==> config.mk <==
export PLATFORM = sky130hd
export DESIGN_NAME = shared_adder_arb
export DESIGN_NICKNAME = d
export VERILOG_FILES = /design/src/rtl/shared_adder_arb.sv
export SDC_FILE = /design/constraint.sdc
export NUM_CORES = 1
export LEC_CHECK = 0
export BUFFER_PORTS_ARGS = -buffer_cell sky130_fd_sc_hd__buf_4
export CAP_MARGIN = 25
export CORE_AREA = 3 3 180 182
export CTS_BUF_LIST = sky130_fd_sc_hd__clkbuf_8
export DETAILED_ROUTE_END_ITERATION = 7
export DIE_AREA = 0 0 183 185
export HOLD_SLACK_MARGIN = 0.03
export PLACE_DENSITY = 0.55
export SYNTH_ARGS = -nofsm -noshare
export SYNTH_HDL_FRONTEND = slang
export SYNTH_SLANG_ARGS = --single-unit
==> constraint.sdc <==
create_clock -name clk -period 5.1 [get_ports clk]
set_input_delay 1.02 -clock clk [delete_from_list [all_inputs] [get_ports clk]]
set_output_delay 1.02 -clock clk [all_outputs]
set_load 0.05 [all_outputs]
==> src/rtl/shared_adder_arb.sv <==
// shared_adder_arb
//   Round-robin arbiter in front of one shared WIDTH-bit adder with a single
//   result register (one-entry output buffer, full throughput when draining).
//
//   Parameters
//     WIDTH : operand / result width (default 64)
//     NREQ  : number of requesters, 2..4 (default 3)
//
//   Ports
//     clk        : clock, rising edge
//     reset      : asynchronous, active-high reset
//     req_valid  : [NREQ]        requester i presents operands
//     req_a      : [NREQ*WIDTH]  operand A, requester i in [i*WIDTH +: WIDTH]
//     req_b      : [NREQ*WIDTH]  operand B, packed like req_a
//     req_sub    : [NREQ]        (only with SHARED_ADDER_SUB_EN) subtract a - b
//     req_ready  : [NREQ]        one-hot grant, zero when no grant
//     res_valid  : result register holds an unconsumed result
//     res_data   : [WIDTH]       registered sum (carry-out discarded)
//     res_id     : [2]           requester that owns res_data
//     res_ready  : consumer accepts the result
//
//   Optional feature: define SHARED_ADDER_SUB_EN to add req_sub and allow
//   subtraction computed as a + ~b + 1.
module shared_adder_arb #(
    parameter int WIDTH = 64,
    parameter int NREQ  = 3
) (
    input  logic                  clk,
    input  logic                  reset,
    input  logic [NREQ-1:0]       req_valid,
    input  logic [NREQ*WIDTH-1:0] req_a,
    input  logic [NREQ*WIDTH-1:0] req_b,
`ifdef SHARED_ADDER_SUB_EN
    input  logic [NREQ-1:0]       req_sub,
`else
    // no req_sub port: every operation is an addition
`endif
    output logic [NREQ-1:0]       req_ready,
    output logic                  res_valid,
    output logic [WIDTH-1:0]      res_data,
    output logic [1:0]            res_id,
    input  logic                  res_ready
);

    typedef enum logic [0:0] {
        EMPTY = 1'b0,
        FULL  = 1'b1
    } state_t;

    state_t           state_r;
    logic [1:0]       ptr_r;
    logic [1:0]       res_id_r;
    logic [WIDTH-1:0] res_data_r;

    logic             grant_any_s;
    logic [1:0]       grant_idx_s;
    logic [2:0]       cand_s;
    logic             accept_s;
    logic [NREQ-1:0]  ready_s;
    logic             req_xfer_s;
    logic [WIDTH-1:0] op_a_s;
    logic [WIDTH-1:0] op_b_s;
    logic [WIDTH-1:0] sum_s;
    logic [1:0]       ptr_next_s;
`ifdef SHARED_ADDER_SUB_EN
    logic             sub_s;
`endif

    // Round-robin search: first asserted req_valid at or after ptr, cyclically.
    always_comb begin
        grant_any_s = 1'b0;
        grant_idx_s = 2'd0;
        cand_s      = 3'd0;
        for (int k = 0; k < NREQ; k++) begin
            cand_s = {1'b0, ptr_r} + 3'(k);
            if (cand_s >= 3'(NREQ)) begin
                cand_s = cand_s - 3'(NREQ);
            end else begin
                cand_s = cand_s;
            end
            if (!grant_any_s && req_valid[cand_s[1:0]]) begin
                grant_any_s = 1'b1;
                grant_idx_s = cand_s[1:0];
            end else begin
                grant_any_s = grant_any_s;
            end
        end
    end

    // Grant is only issued when the result slot is free or being drained this
    // edge; reset forces it low immediately since it is combinational.
    always_comb begin
        ready_s = {NREQ{1'b0}};
        if (state_r == EMPTY) begin
            accept_s = 1'b1;
        end else begin
            accept_s = res_ready;
        end
        for (int i = 0; i < NREQ; i++) begin
            if (grant_any_s && accept_s && !reset && (grant_idx_s == 2'(i))) begin
                ready_s[i] = 1'b1;
            end else begin
                ready_s[i] = 1'b0;
            end
        end
        req_xfer_s = |ready_s;
    end

    // Operand select and the shared adder.
    always_comb begin
        op_a_s = {WIDTH{1'b0}};
        op_b_s = {WIDTH{1'b0}};
`ifdef SHARED_ADDER_SUB_EN
        sub_s  = 1'b0;
`endif
        for (int i = 0; i < NREQ; i++) begin
            if (grant_idx_s == 2'(i)) begin
                op_a_s = req_a[i*WIDTH +: WIDTH];
                op_b_s = req_b[i*WIDTH +: WIDTH];
`ifdef SHARED_ADDER_SUB_EN
                sub_s  = req_sub[i];
`endif
            end else begin
                op_a_s = op_a_s;
            end
        end
`ifdef SHARED_ADDER_SUB_EN
        if (sub_s) begin
            sum_s = op_a_s + ~op_b_s + {{(WIDTH-1){1'b0}}, 1'b1};
        end else begin
            sum_s = op_a_s + op_b_s;
        end
`else
        sum_s = op_a_s + op_b_s;
`endif
        if (grant_idx_s == 2'(NREQ-1)) begin
            ptr_next_s = 2'd0;
        end else begin
            ptr_next_s = grant_idx_s + 2'd1;
        end
    end

    // Result-register FSM: load on request transfer, empty on a bare drain.
    always_ff @(posedge clk or posedge reset) begin
        if (reset) begin
            state_r    <= EMPTY;
            ptr_r      <= 2'd0;
            res_id_r   <= 2'd0;
            res_data_r <= {WIDTH{1'b0}};
        end else begin
            case (state_r)
                EMPTY: begin
                    if (req_xfer_s) begin
                        state_r    <= FULL;
                        res_data_r <= sum_s;
                        res_id_r   <= grant_idx_s;
                        ptr_r      <= ptr_next_s;
                    end else begin
                        state_r    <= EMPTY;
                    end
                end
                FULL: begin
                    if (req_xfer_s) begin
                        state_r    <= FULL;
                        res_data_r <= sum_s;
                        res_id_r   <= grant_idx_s;
                        ptr_r      <= ptr_next_s;
                    end else if (res_ready) begin
                        state_r    <= EMPTY;
                    end else begin
                        state_r    <= FULL;
                    end
                end
                default: begin
                    state_r <= EMPTY;
                end
            endcase
        end
    end

    assign req_ready = ready_s;
    assign res_valid = (state_r == FULL);
    assign res_data  = res_data_r;
    assign res_id    = res_id_r;

endmodule

==> run summary, run 1 <==
The cell row count is 64. The cell depth of the worst min-delay path works out to 1. The number of max-slew violations in the final report is 0. The worst setup path is captured at a flip-flop. Setup violations remaining at the end of the flow were counted as 0. Width of the die: 183 um. The tools report the via count of the first global-routing pass as 11600.

The area of all placed cells without fillers was 14400 sq um. Number of clock sinks: 69. In the synthesized netlist the dominant register cell turns out to be sky130_fd_sc_hd__dfrtp_1.

Starting density of the core: 0.283. The run finished with clean final reports. The run gives 66000 um as the global-route wire length before repair. The post-synthesis cell type count was 65; the routed via count divided by cell count was 5.09. The tools report the max-slew headroom at the worst pin as 0.442. Final critical-path share of the clock period: 0.981. The run gives 92 as the pin count of the biggest net entering global routing. The CTS root buffer was sky130_fd_sc_hd__clkbuf_8. In this run, synthesis inferred 0 flip-flops with an integrated enable. A synthesized cell averages 6.87 sq um.

The routed wire length per instance is 19.9 um. The chip height was 185 um; the count of port buffers added during placement was 459. The worst setup path is launched from an input port. The cell taking the most area after synthesis is sky130_fd_sc_hd__dfrtp_1. For this run, the post-layout net count is 2325. Counting every net in the synthesized netlist gives 1726. In this run, CTS created clock tree buffers numbering 9. Required time at the endpoint of the critical path: 5.40 ns. Routability-driven placement finished with a final weighted congestion of 0.930. The instance area at placement was 13900 sq um; the initial antenna violation count was 2. The fraction of synthesis flops using an asynchronous set or reset pin was 1.00.

Counting instances in the post-synthesis netlist gives the leading cell types as sky130_fd_sc_hd__nand2_1, sky130_fd_sc_hd__o21ai_0, sky130_fd_sc_hd__a22oi_1. The core footprint is 30700 sq um, and the overall track demand over capacity in global routing is 0.253. The area overhead of the layout relative to synthesis is 65.4%.

Hold timing on the final database bottoms out at a slack of 0.480 ns. Achievable frequency: 200 MHz. The path category of the worst min-delay check was flip-flop to flip-flop. The total overflow reported by the global router is 0. The transition at the pin with the smallest max-transition slack is 0.837 ns, and the final non-filler cell total is 2267. Summed over all nets, the half-perimeter wirelength after detailed placement is 38800 um. The portion of the post-synthesis area used by sequential elements is 0.198, and the number of I/O pins is 460. Synthesis handed over a netlist of 1268 instances. Yosys printed 0 warnings.

The final clock skew is 0.0154 ns. The routed wire length was 45100 um; the maximum fanout encountered on the critical timing path was 8. Sorting the synthesized cells by area gives the leading types as sky130_fd_sc_hd__dfrtp_1, sky130_fd_sc_hd__nand2_1, sky130_fd_sc_hd__ha_1, sky130_fd_sc_hd__o21ai_0, sky130_fd_sc_hd__a22oi_1. The total instance count after detailed placement is 2241. The number of search-and-repair iterations in the first detailed-routing pass was 5. The synthesized design contains 69 register bits. The max-cap violation count was 0. The number of cell instances on the worst register-to-register path is 25, and the number of DRC violations after detailed-routing iteration 0 is 549. In this run the number of H-tree levels came out at 3. The hold violation count in the final report is 0. The critical path class was input port to flip-flop. The logs give 0 for the post-route antenna net violation count and 8710 sq um for the combined area of all synthesized cells. The fraction of layout cells with a size suffix above 1 is 0.391, and the clock latency on the worst-skew pair is 0.37 ns. Clock-pin slew reported for the worst setup and hold paths after clock tree synthesis: 0.07 ns. For this block, the via count after detailed routing is 11500. In the routed design, unresolved DRC markers number 0. Buffer depth of the longest clock path: 2. TritonCTS built the clock tree.

STA puts the critical path data arrival time at 5.30 ns. Cell with the most instances after synthesis: sky130_fd_sc_hd__nand2_1. The area share of the largest cell type after synthesis was 0.198. The worst path needs 5.00 ns of the cycle, external delays included.

The die covers 33900 sq um.
## metrics by stage
step	TNS, ns	util	setup WS, ns
after detailed placement	-6.05	0.454	-0.376
after CTS	0	0.460	0.0417
after global placement	-5.06	0.454	-0.274
after floorplan	0	-	0.0127
after global routing	-0.584	0.469	-0.0930
final	0	0.469	0.0966
## critical path: stages
cell                        delay, ns
sky130_fd_sc_hd__buf_4           0.13
sky130_fd_sc_hd__mux2i_2         0.19
sky130_fd_sc_hd__o221ai_2        0.16
sky130_fd_sc_hd__buf_4           0.16
sky130_fd_sc_hd__o2bb2ai_1       0.17
sky130_fd_sc_hd__and2_4          0.22
sky130_fd_sc_hd__nor2_4          0.06
sky130_fd_sc_hd__buf_12          0.14
sky130_fd_sc_hd__buf_4           0.14
sky130_fd_sc_hd__buf_12          0.12
sky130_fd_sc_hd__buf_4           0.13
sky130_fd_sc_hd__nand2_1         0.06
sky130_fd_sc_hd__nand2_1         0.11
sky130_fd_sc_hd__ha_4            0.31
sky130_fd_sc_hd__inv_1           0.06
sky130_fd_sc_hd__nor3_2          0.18
sky130_fd_sc_hd__a21oi_2         0.11
sky130_fd_sc_hd__buf_4           0.15
sky130_fd_sc_hd__or3_1           0.41
sky130_fd_sc_hd__and4_4          0.22
sky130_fd_sc_hd__o31a_1          0.32
sky130_fd_sc_hd__buf_4           0.15
sky130_fd_sc_hd__or4_1           0.46
sky130_fd_sc_hd__nand3_1         0.09
## final cells by class
type | count | area, sq um
flip-flops and latches | 69 | 1730
inverters | 19 | 72.6
repair buffers | 667 | 5110
clock inverters | 4 | 42.5
clock buffers | 10 | 138
well taps | 396 | 495
diodes | 1 | 2.50
fillers | 3240 | 16300
multi-input cells | 1101 | 6830
## layer usage
metal,track usage,up-vias,share of wire
li1,-,5758,-
met1,0.329,5345,0.43
met2,0.428,386,0.48
met4,0.0804,2,0.028
met3,0.0436,52,0.061
met5,0,-,0.00029
## final timing paths
path                                  startpoint                  endpoint  slack, ns
min                        res_id[0]$_DFFE_PP0P_     res_id[0]$_DFFE_PP0P_       0.48
max reg2reg                 ptr_r[1]$_DFFE_PP0P_  res_data[46]$_DFFE_PP0P_       0.13
min reg2reg                res_id[0]$_DFFE_PP0P_     res_id[0]$_DFFE_PP0P_       0.48
min in group asynchronous                  reset       res_valid$_DFF_PP0_       0.66
max in group asynchronous                  reset      ptr_r[0]$_DFFE_PP0P_       3.34
max                                 req_valid[1]  res_data[46]$_DFFE_PP0P_        0.1
## registers in the layout, indices dropped and copies added, names as in the netlist
register   flops
res_data      64
res_id         2
ptr_r          2
res_valid      1
## timing repair
action	4_1_cts	5_1_grt
gates resized for setup	2	38
endpoints found under the setup margin	2	37
buffers inserted	2	9
pin swaps	1	8
hold buffers	0	0
## logic make-up (layout without fill, tap and decap cells)
group                      count (synthesis)  in the layout  synth area share
DFF                                       69             69             0.198
AOI/OAI and AO/OA                        427            427             0.308
xor gates and xnor gates                  55             55            0.0553
and+or+nand+nor                          509            509             0.249
other                                      0              1                 0
adders and majority gates                 68             68            0.0985
muxes                                     42             42            0.0487
buffers and inverters                     98            700            0.0426
## cells in the final DEF (no fill, tap or decap), types with 11 or more instances in the layout
cell and n:
sky130_fd_sc_hd__nor3_1 11, sky130_fd_sc_hd__nor2_1 57, sky130_fd_sc_hd__o21bai_1 18, sky130_fd_sc_hd__inv_1 18, sky130_fd_sc_hd__a21oi_1 75, sky130_fd_sc_hd__o21ai_0 132
sky130_fd_sc_hd__dfrtp_1 68, sky130_fd_sc_hd__xnor2_1 35, sky130_fd_sc_hd__a21o_1 32, sky130_fd_sc_hd__xor2_1 20, sky130_fd_sc_hd__buf_4 658, sky130_fd_sc_hd__nand4_1 19
sky130_fd_sc_hd__nand2_1 341, sky130_fd_sc_hd__nand3_1 22, sky130_fd_sc_hd__ha_1 59, sky130_fd_sc_hd__mux2i_1 38, sky130_fd_sc_hd__a22oi_1 88
Power of run 1 is left out: the tool's default activity adds up to more than one toggle a clock period on the data nets, which glitch-free logic cannot reach.
==> run 2: changes to the inputs <==
--- a/config.mk
+++ b/config.mk
@@ -7,12 +7,15 @@
 export LEC_CHECK = 0
 export BUFFER_PORTS_ARGS = -buffer_cell sky130_fd_sc_hd__buf_4
 export CAP_MARGIN = 25
-export CORE_AREA = 3 3 180 182
+export CELL_PAD_IN_SITES_DETAIL_PLACEMENT = 2
+export CELL_PAD_IN_SITES_GLOBAL_PLACEMENT = 2
+export CORE_MARGIN = 3
+export CORE_UTILIZATION = 21
 export CTS_BUF_LIST = sky130_fd_sc_hd__clkbuf_8
 export DETAILED_ROUTE_END_ITERATION = 7
-export DIE_AREA = 0 0 183 185
 export HOLD_SLACK_MARGIN = 0.03
-export PLACE_DENSITY = 0.55
+export PLACE_DENSITY = 0.77
+export SKIP_CTS_REPAIR_TIMING = 1
 export SYNTH_ARGS = -nofsm -noshare
 export SYNTH_HDL_FRONTEND = slang
 export SYNTH_SLANG_ARGS = --single-unit
==> run 2 against run 1 <==
Against the previous run: register-to-register slack worse by 0.03 ns; fmax hardly changed; via count is 6.9% higher; final area is 4.1% higher; hold slack better by 0.016 ns; sequential share of layout area is 0.47 points lower; non-clock buffer count is 26 higher; routed wire length is 25% higher.
==> run summary, run 2 (synthesis gave the netlist of run 1 again) <==
The tools report the starting density of the core as 0.216 (was 0.283). The tools report the overall track demand over capacity in global routing as 0.242 (was 0.253). The time the final worst path needs with I/O delays and setup is 5.00 ns (about the same), and the area overhead of the layout relative to synthesis is 72.3% (was 65.4%). The CTS root buffer was sky130_fd_sc_hd__clkbuf_8 (unchanged). The tools report the number of levels the H-tree was split into as 3 (unchanged). The via count of the first global-routing pass is 13700 (was 11600). For the max-cap violation count, the log shows 0 (unchanged). The number of fillers in the final layout was 4819 (was 3240). The remaining design rule violation count was 0 (unchanged); the routed length on met2 was 28400 um (was 21700 um). The run gives 0 (unchanged) as the total overflow reported by the global router.

For the clock latency on the worst-skew pair, the log shows 0.41 ns (was 0.37 ns). The fraction of layout cells with a size suffix above 1 is 0.417 (was 0.391), and the flip-flop count of the largest register after layout is 64 (unchanged). Most frequent cells in the layout: sky130_fd_sc_hd__buf_4, sky130_fd_sc_hd__nand2_1, sky130_fd_sc_hd__o21ai_0 (unchanged). The count of port buffers added during placement works out to 459 (unchanged). The tools report the post-route antenna net violation count as 0 (unchanged). For the detailed placer's ending HPWL, the log shows 47900 um (was 38800 um).

Width of the die: 210 um (was 183 um). Number of search-and-repair iterations in the first detailed-routing pass: 5 (unchanged). The routed metal-1 wirelength was 24100 um (was 19400 um).

The core footprint is 40400 sq um (was 30700 sq um), and the max-slew headroom at the worst pin is 0.440 (was 0.442). The transition at the pin with the smallest max-transition slack is 0.841 ns (was 0.837 ns), and the critical path's largest stage delay is 0.55 ns (was 0.46 ns). The number of DRC violations after detailed-routing iteration 0 came out at 566 (was 549). The chip height works out to 210 um (was 185 um). The highest routed metal layer was met5 (unchanged).

The clock-pin slew reported for the worst setup and hold paths after clock tree synthesis was 0.09 ns (was 0.07 ns). The run gives 0.0277 ns (was 0.0154 ns) as the final clock skew. The tools report the startpoint class of the critical path as a flip-flop (was an input port). The path category of the worst min-delay check is flip-flop to flip-flop (unchanged). The required time at the endpoint of the critical path came out at 5.40 ns (about the same). The buffer depth of the longest clock path was 2 (unchanged); the pin count of the biggest net entering global routing was 83 (was 92). The critical path buffer and inverter count is 10 (was 9), and the routed wire length is 56500 um (was 45100 um). Gate family responsible for the most delay along the worst path: buffers and inverters (was simple AND/OR/NAND/NOR gates). TritonCTS built the clock tree. The number of buffers added by the clock tree synthesis step was 9 (unchanged); the number of clock sinks was 69 (unchanged). The routed wire length per instance was 23.3 um (was 19.9 um); the setup violation total in the final timing report was 0 (unchanged). Maximum fanout encountered on the critical timing path: 17 (was 8). The tools report the endpoint arrival time on the critical path as 5.30 ns (about the same). For the die area, the log shows 44000 sq um (was 33900 sq um).

Setup repair after global routing could not meet its margin everywhere. The tools report the cell row count as 73 (was 64). Critical path class: flip-flop to flip-flop (was input port to flip-flop).

The final critical-path share of the clock period was 0.980 (was 0.981); the number of max-slew violations in the final report was 0 (unchanged). The most common cell after layout, fill and taps aside was sky130_fd_sc_hd__buf_4 (unchanged). The routed via count divided by cell count is 5.08 (was 5.09). The sort of element at the end of the critical path is a flip-flop (unchanged). Initial antenna violation count: 4 (was 2). The global-route wire length before repair was 82200 um (was 66000 um). The run gives 0.931 (was 0.930) as the routability congestion estimate.

The run gives 200 MHz (about the same) as the achievable frequency. Critical path's slowest cell: sky130_fd_sc_hd__or4_4 (was sky130_fd_sc_hd__or4_1). The tools report the count of nets after finishing as 2351 (was 2325). The total number of vias came out at 12300 (was 11500). The met3 wire length was 2840 um (was 2770 um). The run gives 460 (unchanged) as the number of I/O pins. The flow ran to the end, and the final reports show no timing, DRC or antenna violations. The logs give 0 (unchanged) for the hold violation count in the final report and 0.372 (was 0.469) for the core utilization of the finished layout.
[run 2: worst paths after layout]
path | startpoint | end | slack, ns | depth (start not counted)
worst max-delay path | ptr_r[1]$_DFFE_PP0P_ | res_data[62]$_DFFE_PP0P_ | 0.10 | 26
worst min-delay path | res_id[0]$_DFFE_PP0P_ | res_id[0]$_DFFE_PP0P_ | 0.50 | 1
worst max register to register | ptr_r[1]$_DFFE_PP0P_ | res_data[62]$_DFFE_PP0P_ | 0.10 | 26
worst min register to register | res_id[0]$_DFFE_PP0P_ | res_id[0]$_DFFE_PP0P_ | 0.50 | 1
max in group asynchronous | reset | res_data[44]$_DFFE_PP0P_ | 3.52 | 4
min in group asynchronous | reset | res_id[1]$_DFFE_PP0P_ | 0.61 | 2
[run 2: final cells by class]
type	instances	area, sq um	share of cell area
multi-input combinational	1101	6980	0.465
tap	525	657	0.0438
sequential	69	1730	0.115
antenna	4	10.0	0.000667
inverter	19	72.6	0.00483
timing repair buffer	693	5350	0.356
clock buffer	12	165	0.0110
clock inverter	4	55.1	0.00367
[run 2: routing by layer]
| layer | vias up | global-route usage |
|---|---|---|
| met5 | - | 0 |
| met4 | 2 | 0.0686 |
| met3 | 52 | 0.0411 |
| met2 | 360 | 0.427 |
| met1 | 6116 | 0.302 |
| li1 | 5806 | - |
[run 2: metrics by stage]
| stage | worst slack, ns | area (sq um) | instances | hold slack (ns) | setup TNS, ns |
|---|---|---|---|---|---|
| finish | 0.101 | 15000 | 2427 | 0.495 | 0 |
| global route | -0.0786 | 15000 | 2426 | 0.508 | -0.867 |
| CTS | -0.257 | 14500 | 2408 | 0.502 | -2.16 |
| detailed placement | -0.435 | 14300 | 2392 | 0.484 | -9.31 |
| global placement | -0.293 | 14300 | 2392 | 0.463 | -4.52 |
| floorplan | 0.0127 | 8720 | 1268 | 0.502 | 0 |
Power of run 2 is left out for the same reason.
